**config.mk**
```make
export PLATFORM = sky130hd
export DESIGN_NAME = p2p_pattern_master
export DESIGN_NICKNAME = d
export VERILOG_FILES = /design/src/rtl/p2p_pkg.sv /design/src/rtl/p2p_delay_line.sv /design/src/rtl/p2p_pattern_master.sv
export SDC_FILE = /design/constraint.sdc
export NUM_CORES = 1
export LEC_CHECK = 0
export BUFFER_PORTS_ARGS = -buffer_cell sky130_fd_sc_hd__buf_4
export CAP_MARGIN = 20
export CORE_AREA = 2 2 110 123
export CTS_BUF_LIST = sky130_fd_sc_hd__clkbuf_16
export CTS_CLUSTER_SIZE = 25
export DETAILED_ROUTE_END_ITERATION = 8
export DIE_AREA = 0 0 112 125
export PLACE_DENSITY_LB_ADDON = 0.2
export SETUP_SLACK_MARGIN = 0.02
export SKIP_CTS_REPAIR_TIMING = 1
export SYNTH_ARGS = -nofsm -noshare
export SYNTH_HDL_FRONTEND = slang
export SYNTH_SLANG_ARGS = --single-unit
```
**constraint.sdc**
```tcl
create_clock -name clock -period 2.4 [get_ports clock]
set_input_delay 0.24 -clock clock [delete_from_list [all_inputs] [get_ports clock]]
set_output_delay 0.24 -clock clock [all_outputs]
set_load 0.01 [all_outputs]
```
**src/rtl/p2p_pkg.sv**
```systemverilog
// Shared types and limits for the point-to-point pattern master.
package p2p_pkg;

   typedef enum logic [1:0] {
      ST_IDLE,
      ST_RUN,
      ST_DRAIN,
      ST_DONE
   } p2p_state_e;

   localparam int P2P_MAX_LATENCY = 8;

endpackage

```
**src/rtl/p2p_delay_line.sv**
```systemverilog
// Expected-value delay line: LATENCY+1 stages of {valid, word, index}.
module p2p_delay_line
   import p2p_pkg::*;
#(
   parameter int LATENCY = 1,
   parameter int WIDTH   = 16,
   parameter int IDX_W   = 16
) (
   input  logic             clock,
   input  logic             reset_n,
   input  logic             clear_i,
   input  logic             push_i,
   input  logic [WIDTH-1:0] push_data_i,
   input  logic [IDX_W-1:0] push_idx_i,
   output logic             head_vld_o,
   output logic [WIDTH-1:0] head_data_o,
   output logic [IDX_W-1:0] head_idx_o,
   output logic             pending_o
);

   localparam int STAGES = LATENCY;

   logic [STAGES:0]            vld_pipe;
   logic [STAGES:0][WIDTH-1:0] data_pipe;
   logic [STAGES:0][IDX_W-1:0] idx_pipe;

   // Clear drops stale entries but still admits the word pushed on the same edge.
   always_ff @(posedge clock or negedge reset_n) begin
      if (!reset_n) begin
         vld_pipe  <= '0;
         data_pipe <= '0;
         idx_pipe  <= '0;
      end else begin
         vld_pipe  <= clear_i ? {{STAGES{1'b0}}, push_i} : {vld_pipe[STAGES-1:0], push_i};
         data_pipe <= {data_pipe[STAGES-1:0], push_data_i};
         idx_pipe  <= {idx_pipe[STAGES-1:0], push_idx_i};
      end
   end

   assign head_vld_o  = vld_pipe[STAGES];
   assign head_data_o = data_pipe[STAGES];
   assign head_idx_o  = idx_pipe[STAGES];
   // Anything left behind the head means more checks are still owed.
   assign pending_o   = |vld_pipe[STAGES-1:0];

endmodule

```
**src/rtl/p2p_pattern_master.sv**
```systemverilog
// Link traffic generator: streams seed+k on data_o and checks data_i against the
// inverted word LATENCY+1 edges later, counting mismatches and the first bad index.
module p2p_pattern_master
   import p2p_pkg::*;
#(
   parameter int WIDTH   = 16,
   parameter int LATENCY = 1,
   parameter int COUNT_W = 16
) (
   input  logic               clock,
   input  logic               reset_n,
   input  logic               start,
   input  logic [COUNT_W-1:0] num_words,
   input  logic [WIDTH-1:0]   seed,
   output logic [WIDTH-1:0]   data_o,
   input  logic [WIDTH-1:0]   data_i,
   output logic               busy,
   output logic               done,
   output logic [COUNT_W-1:0] err_count,
   output logic               first_err_valid,
   output logic [COUNT_W-1:0] first_err_idx
);

   // Out-of-range latencies are pulled back into the supported 1..8 window.
   localparam int LAT = (LATENCY < 1) ? 1 :
                        (LATENCY > P2P_MAX_LATENCY) ? P2P_MAX_LATENCY : LATENCY;

   p2p_state_e         state_q;
   logic [COUNT_W-1:0] num_q, cnt_q, err_cnt_q, first_idx_q;
   logic [WIDTH-1:0]   data_q;
   logic               busy_q, done_q, fev_q;

   logic               accept, push, mismatch;
   logic [WIDTH-1:0]   word_d, push_word;
   logic [COUNT_W-1:0] cnt_d, err_cnt_d, push_idx;
   logic               head_vld, pending;
   logic [WIDTH-1:0]   head_data;
   logic [COUNT_W-1:0] head_idx;

   always_comb begin
      accept    = (state_q == ST_IDLE) && start;
      word_d    = data_q + WIDTH'(1);
      cnt_d     = cnt_q + COUNT_W'(1);
      push      = (accept && (num_words != '0)) || (state_q == ST_RUN);
      push_word = accept ? seed : word_d;
      push_idx  = accept ? '0 : cnt_q;
      mismatch  = head_vld && (data_i != head_data);
      err_cnt_d = (&err_cnt_q) ? err_cnt_q : err_cnt_q + COUNT_W'(1);
   end

   p2p_delay_line #(
      .LATENCY (LAT),
      .WIDTH   (WIDTH),
      .IDX_W   (COUNT_W)
   ) u_dly (
      .clock       (clock),
      .reset_n     (reset_n),
      .clear_i     (accept),
      .push_i      (push),
      .push_data_i (~push_word),
      .push_idx_i  (push_idx),
      .head_vld_o  (head_vld),
      .head_data_o (head_data),
      .head_idx_o  (head_idx),
      .pending_o   (pending)
   );

   always_ff @(posedge clock or negedge reset_n) begin
      if (!reset_n) begin
         state_q     <= ST_IDLE;
         num_q       <= '0;
         cnt_q       <= '0;
         data_q      <= '0;
         busy_q      <= 1'b0;
         done_q      <= 1'b0;
         err_cnt_q   <= '0;
         fev_q       <= 1'b0;
         first_idx_q <= '0;
      end else begin
         done_q <= 1'b0;
         // The head is never valid in IDLE, so the start-time clear below cannot collide.
         if (mismatch) begin
            err_cnt_q <= err_cnt_d;
            if (!fev_q) begin
               fev_q       <= 1'b1;
               first_idx_q <= head_idx;
            end
         end
         case (state_q)
            ST_IDLE: begin
               if (start) begin
                  num_q       <= num_words;
                  data_q      <= seed;
                  err_cnt_q   <= '0;
                  fev_q       <= 1'b0;
                  first_idx_q <= '0;
                  cnt_q       <= COUNT_W'(1);
                  if (num_words == '0) begin
                     state_q <= ST_DONE;
                     done_q  <= 1'b1;
                  end else begin
                     busy_q  <= 1'b1;
                     state_q <= (num_words == COUNT_W'(1)) ? ST_DRAIN : ST_RUN;
                  end
               end
            end
            ST_RUN: begin
               data_q <= word_d;
               cnt_q  <= cnt_d;
               if (cnt_d == num_q) state_q <= ST_DRAIN;
            end
            ST_DRAIN: begin
               if (!pending) begin
                  state_q <= ST_DONE;
                  busy_q  <= 1'b0;
                  done_q  <= 1'b1;
               end
            end
            ST_DONE: state_q <= ST_IDLE;
            default: state_q <= ST_IDLE;
         endcase
      end
   end

   assign data_o          = data_q;
   assign busy            = busy_q;
   assign done            = done_q;
   assign err_count       = err_cnt_q;
   assign first_err_valid = fev_q;
   assign first_err_idx   = first_idx_q;

endmodule
```
After elaboration in Yosys (flattened, before gate mapping) --
Index checks and enable logic that the tools add are counted.
Word-level totals: input port bits 51, bits in registers 151, logic and storage cells 74, output and inout port bits 51
Cells by class: bitwise operators 1, muxes and demuxes 32, add/sub/neg operators 3, reductions and logical operators 14, equal/unequal tests 10
Operators with widths (count):
- 16-bit two-way mux | 12
- 16-bit one-hot mux with 2 select lines | 2
- 16-bit by 1-bit adder with 16-bit output (second input constant) | 3
- 16-bit by 1-bit equality test with 1-bit output (second input constant) | 1
- 16-bit equality test | 1
- 16-bit logical NOT | 1
- 16-bit != test | 1
- 16-bit inverter | 1
- 16-bit AND reduction | 1
- 16-bit nonzero test | 1
- 2-bit two-way mux | 6
- 1-bit two-way mux | 9
- 2-bit one-hot mux with 4 select lines | 1
- 2-bit != test (second input constant) | 3
- 2-bit equality test (second input constant) | 2
- 1-bit one-hot mux with 2 select lines | 2
- 2-bit AND reduction | 2
- 4-bit AND reduction | 1
- 2-bit nonzero test | 2
- 1-bit logical AND | 3
- 3-bit AND reduction | 1
- 2-bit by 1-bit equality test with 1-bit output (second input constant) | 1
- 2-bit logical NOT | 1
- 2-bit by 1-bit != test with 1-bit output (second input constant) | 1
- 1-bit logical OR | 1

Logic depth before layout (Yosys ltp) --
word-level depth 5, gate-level depth with buffers 9, mapped depth without buffers 9

Hierarchy --
From an unflattened synthesis, not the netlist that was laid out.
Second synthesis, totals: cell total of the unflattened synthesis 758, area total of the unflattened synthesis 7498.4 um^2
By module, submodules not included:
- p2p_pattern_master | sequential area each 2127.0 um^2, times used 1, area an instance 5592.9 um^2, cells each 659
- p2p_delay_line | sequential area each 1651.6 um^2, times used 1, area an instance 1905.6 um^2, cells each 99

Least setup slack after synthesis --
OpenSTA, ideal clock, no wires.
kind flip-flop to flip-flop, from register data_q[0] (netlist: data_o[0]), to register data_q[10] (netlist: data_o[10]), arrival time 1.924 ns, setup time 0.142 ns, slack 0.334 ns, clock period less this slack 2.066 ns, cell stages (with the launch flop) 9, buffers on the path 0, data required time 2.258 ns, cells stage by stage dfrtp_1 -> ha_1 -> and4_1 -> and2_0 -> and3_1 -> and4_1 -> nand2_1 -> o211ai_1 -> a22oi_1
On the way: word-level cells in the longest chain between the ends 2
Ends and longest elaborated chain:
- start, declared | line p2p_pattern_master.sv:30 | logic [WIDTH-1:0] data_q;
- start signal, assigned | line p2p_pattern_master.sv:108 | data_q <= word_d;
- 16-bit by 1-bit adder with 16-bit output | line p2p_pattern_master.sv:42 | word_d = data_q + WIDTH'(1);
- 16-bit one-hot mux with 2 select lines | line p2p_pattern_master.sv:89 | case (state_q)
Every way passes these cells. A chain may end at the register's enable or synchronous reset.

Worst setup path after layout --
from register cnt_q[3], to register state_q[1]
On the way: word-level cells in the longest chain between the ends 4
Ends and longest elaborated chain:
- start, declared | line p2p_pattern_master.sv:29 | logic [COUNT_W-1:0] num_q, cnt_q, err_cnt_q, first_idx_q;
- start signal, assigned | line p2p_pattern_master.sv:109 | cnt_q <= cnt_d;
- 16-bit by 1-bit adder with 16-bit output | line p2p_pattern_master.sv:43 | cnt_d = cnt_q + COUNT_W'(1);
- 16-bit equality test | line p2p_pattern_master.sv:110 | if (cnt_d == num_q) state_q <= ST_DRAIN;
- 2-bit by 1-bit != test with 1-bit output (no source line)
- 3-bit AND reduction (no source line)
- end signal, assigned | line p2p_pattern_master.sv:103 | state_q <= (num_words == COUNT_W'(1)) ? ST_DRAIN : ST_RUN;
- end, declared | line p2p_pattern_master.sv:28 | p2p_state_e state_q;
Every way passes these cells.

==> out/summary.txt <==
Gr usage total = 24.9%
I/O Buffers = 101
Synth unique cells = 55
Pre-CTS setup slack = 112 ps
CP Launch Type = flop
Layout area overhead = 23.0%
Routability-driven placement congestion ratio = 0.875
Sw Share = 37.9%
CTS root buf = clkbuf_16
Dpl hpwl = 11.5 mm
Fin crit share = 93.1%
Height of the die = 125 um
Htree depth = 4
Initial cell density of the core = 55.3%
Antenna Violating Nets Remaining = 0
CP required = 2700 ps
Commonest cells in the synthesized netlist = 151 x dfrtp_1, 107 x nand2_1, 65 x nor2_1
Final net count = 886
RSZ-0062 raised after global routing = no
Setup TNS = 0 ps
Pin count of the biggest net entering global routing = 75
Sequential fraction of the synthesis area = 53.0%
Sequential share of power = 39.0%
Leak Pwr = 4.01 nW
Crit path kind = flop to flop
Slowest cell delay on critical path = 490 ps
Crit path cell chain = nand4_1 > nor4_4 > and3_1 > xnor2_1 > a2111oi_2 > a31oi_2 > mux2i_1
Final Setup Violations = 0
Ys flop type = dfrtp_1
Core Rows = 44
Final WS setup = 166 ps
HP Class = primary input to flop
Mapped Area = 7120 um^2
Maximum vdd ir drop = 854 uV
Post-synth EDFFs = 0
Area leader, netlist = dfrtp_1
Slew @ Worst Pin = 1040 ps
Critical Path AT = 2540 ps
Diodes inserted = 0
Switching power = 0.00384 W
Syn Inst Count = 727
Drt drc = 0
Num Clock Sinks = 151
P_int = 0.00631 W
Met3 Use GR = 3.78%
Clock Latency Late Sink = 420 ps
CTS tree = done
Initial antenna violation count = 0
First-pass GRT wire length = 27.8 mm
Status = finished, final reports clean
Met2 Usage GRT = 40.1%
CTS clk-pin slew, worst paths = 70 ps
Clock power share = 24.6%
Pins over their slew limit = 0
Dominant cells by area after synthesis = dfrtp_1 53%, xnor2_1 5.8%, nand2_1 5.6%
Drt total wl = 16.8 mm
Routed len/inst = 16.8 um
GRT met1 Usage = 34.7%
Fraction of registers with async set/reset = 100%
Synth top area share = 53.0%
Tmin final = 2230 ps
Layout cell share with drive strength beyond 1 = 21.1%
Synth Warn # = 0
Congestion Overflow GR = 0
CTS buffer count = 17
Die area = 14000 um^2
Max Buffers Root-to-Sink = 2
Flops & latches, synth = 151
CORE AREA = 12900 um^2
Fmax = 448 MHz
DR vias/cell = 5.64
Crit path capture type = flop
TritonRoute pass-1 iters = 6
Final hold vios = 0
Top-level I/O count = 102
Syn_nets = 784
Most used routing layer = met2
Vias in the first global route = 5538
Power per cell area = 1160 nW/um^2
Maxcap violations = 0
Setup Skew = 10.7 ps
Routed via count = 5656
Slowest CP cell = dfrtp_1
Combinational share of power = 36.4%
Cell with the most instances after synthesis = dfrtp_1
Crit Path Max Fanout = 8
Synth Area per Inst = 9.80 um^2
Initial DRC Count = 447
Die X = 112 um
Slew HR = 30.8%
[metal layers]
| metal | part of all wire [%] | up-vias |
|---|---|---|
| met1 | 46 | 2723 |
| met2 | 47 | 187 |
| met5 | 0 | - |
| met4 | 1.8 | 0 |
| li1 | - | 2713 |
| met3 | 4.7 | 33 |
[state kept, by name (all words and copies together) (netlist names)]
register / count
num_q: 16
state_q: 2
first_err_valid: 1
done: 1
u_dly.idx_pipe: 16
u_dly.head_data_o: 16
u_dly.head_idx_o: 16
u_dly.vld_pipe: 2
u_dly.data_pipe: 16
cnt_q: 16
err_count: 16
busy: 1
data_o: 16
first_err_idx: 16
[critical path, delay by kind of cell, from the launching register on]
kind,cells,cell delay [ps]
flip-flops,1,490
AO/OA/AOI/OAI,2,460
multiplexers,1,150
AND/OR/NAND/NOR,3,900
XOR/XNOR,1,110
[path summary, 6_finish.rpt]
| check | from | endpoint | slack, ps | cells past startpoint |
|---|---|---|---|---|
| worst max-delay path | cnt_q[3] | state_q[1] | 170 | 7 |
| worst min-delay path | seed[3] | u_dly.data_pipe[3] | 5 | 2 |
| min in group asynchronous | reset_n | first_err_idx[6] | 360 | 2 |
| worst max register to register | cnt_q[3] | state_q[1] | 170 | 7 |
| worst min register to register | u_dly.idx_pipe[15] | u_dly.head_idx_o[15] | 350 | 0 |
| max in group asynchronous | reset_n | cnt_q[7] | 1320 | 3 |
[power by group through the flow]
stage / clock network [W] / registers (W) / logic [W]
3_5_place_dp: 0 / 0.00398 / 0.00359
3_3_place_gp: 0 / 0.00393 / 0.00350
6_report: 0.00250 / 0.00396 / 0.00369
4_1_cts: 0.00255 / 0.00394 / 0.00362
2_1_floorplan: 0 / 0.00377 / 0.00249
5_1_grt: 0.00265 / 0.00405 / 0.00410
[stage by stage]
| stage | cell area (um^2) | util [%] | hold slack (ps) | total power, W | std cells |
|---|---|---|---|---|---|
| final | 8760 | 68.0 | 4.64 | 0.0102 | 1003 |
| after global routing | 8760 | 68.0 | 5.78 | 0.0108 | 1003 |
| after CTS | 8650 | 67.2 | -203 | 0.0101 | 999 |
| after detailed placement | 8100 | 62.9 | 252 | 0.00757 | 967 |
| after global placement | 8100 | 62.9 | 247 | 0.00743 | 967 |
| after floorplan | 7120 | - | -55.6 | 0.00627 | 727 |
[layout make-up]
class,count,area [um^2]
flip-flops and latches,151,3780
clock buffers,17,425
repair buffers,129,1010
fillers,1049,4120
clock inverters,15,129
inverters,13,48.8
well taps,161,201
multi-input cells,517,3170
[logic make-up after synthesis]
group           after synthesis  synth area share [%]
compound gates              140                  12.0
xor+xnor                     64                  7.97
fa+ha+maj                     6                  1.05
buf+inv                      59                  3.41
flops                       151                  53.0
mux                          24                  3.39
simple gates                283                  19.1
[placed cells by master (no fill, tap or decap), types with 3 or more instances in the layout]
cell type	Yosys	routed
o211ai_1	7	7
xor2_1	16	16
nand2_1	107	107
a21oi_1	51	51
mux2i_1	23	23
o221ai_1	9	9
xnor2_1	47	47
o21ai_0	40	40
buf_4	3	121
and4_1	6	6
o31ai_1	3	3
dfrtp_2	0	4
nor2_1	65	65
dfrtp_1	151	147
ha_1	6	4
clkbuf_16	0	17
nand3_1	27	27
nor3_1	8	7
dlygate4sd3_1	0	4
and2_1	17	16
a31oi_1	5	4
inv_1	13	15
nor4_1	9	7
a22o_1	4	4
and3_1	12	12
o22ai_1	5	5
nand4_1	14	14
clkinvlp_4	0	5
inv_6	0	3
Power figures use the tool's default switching activity.
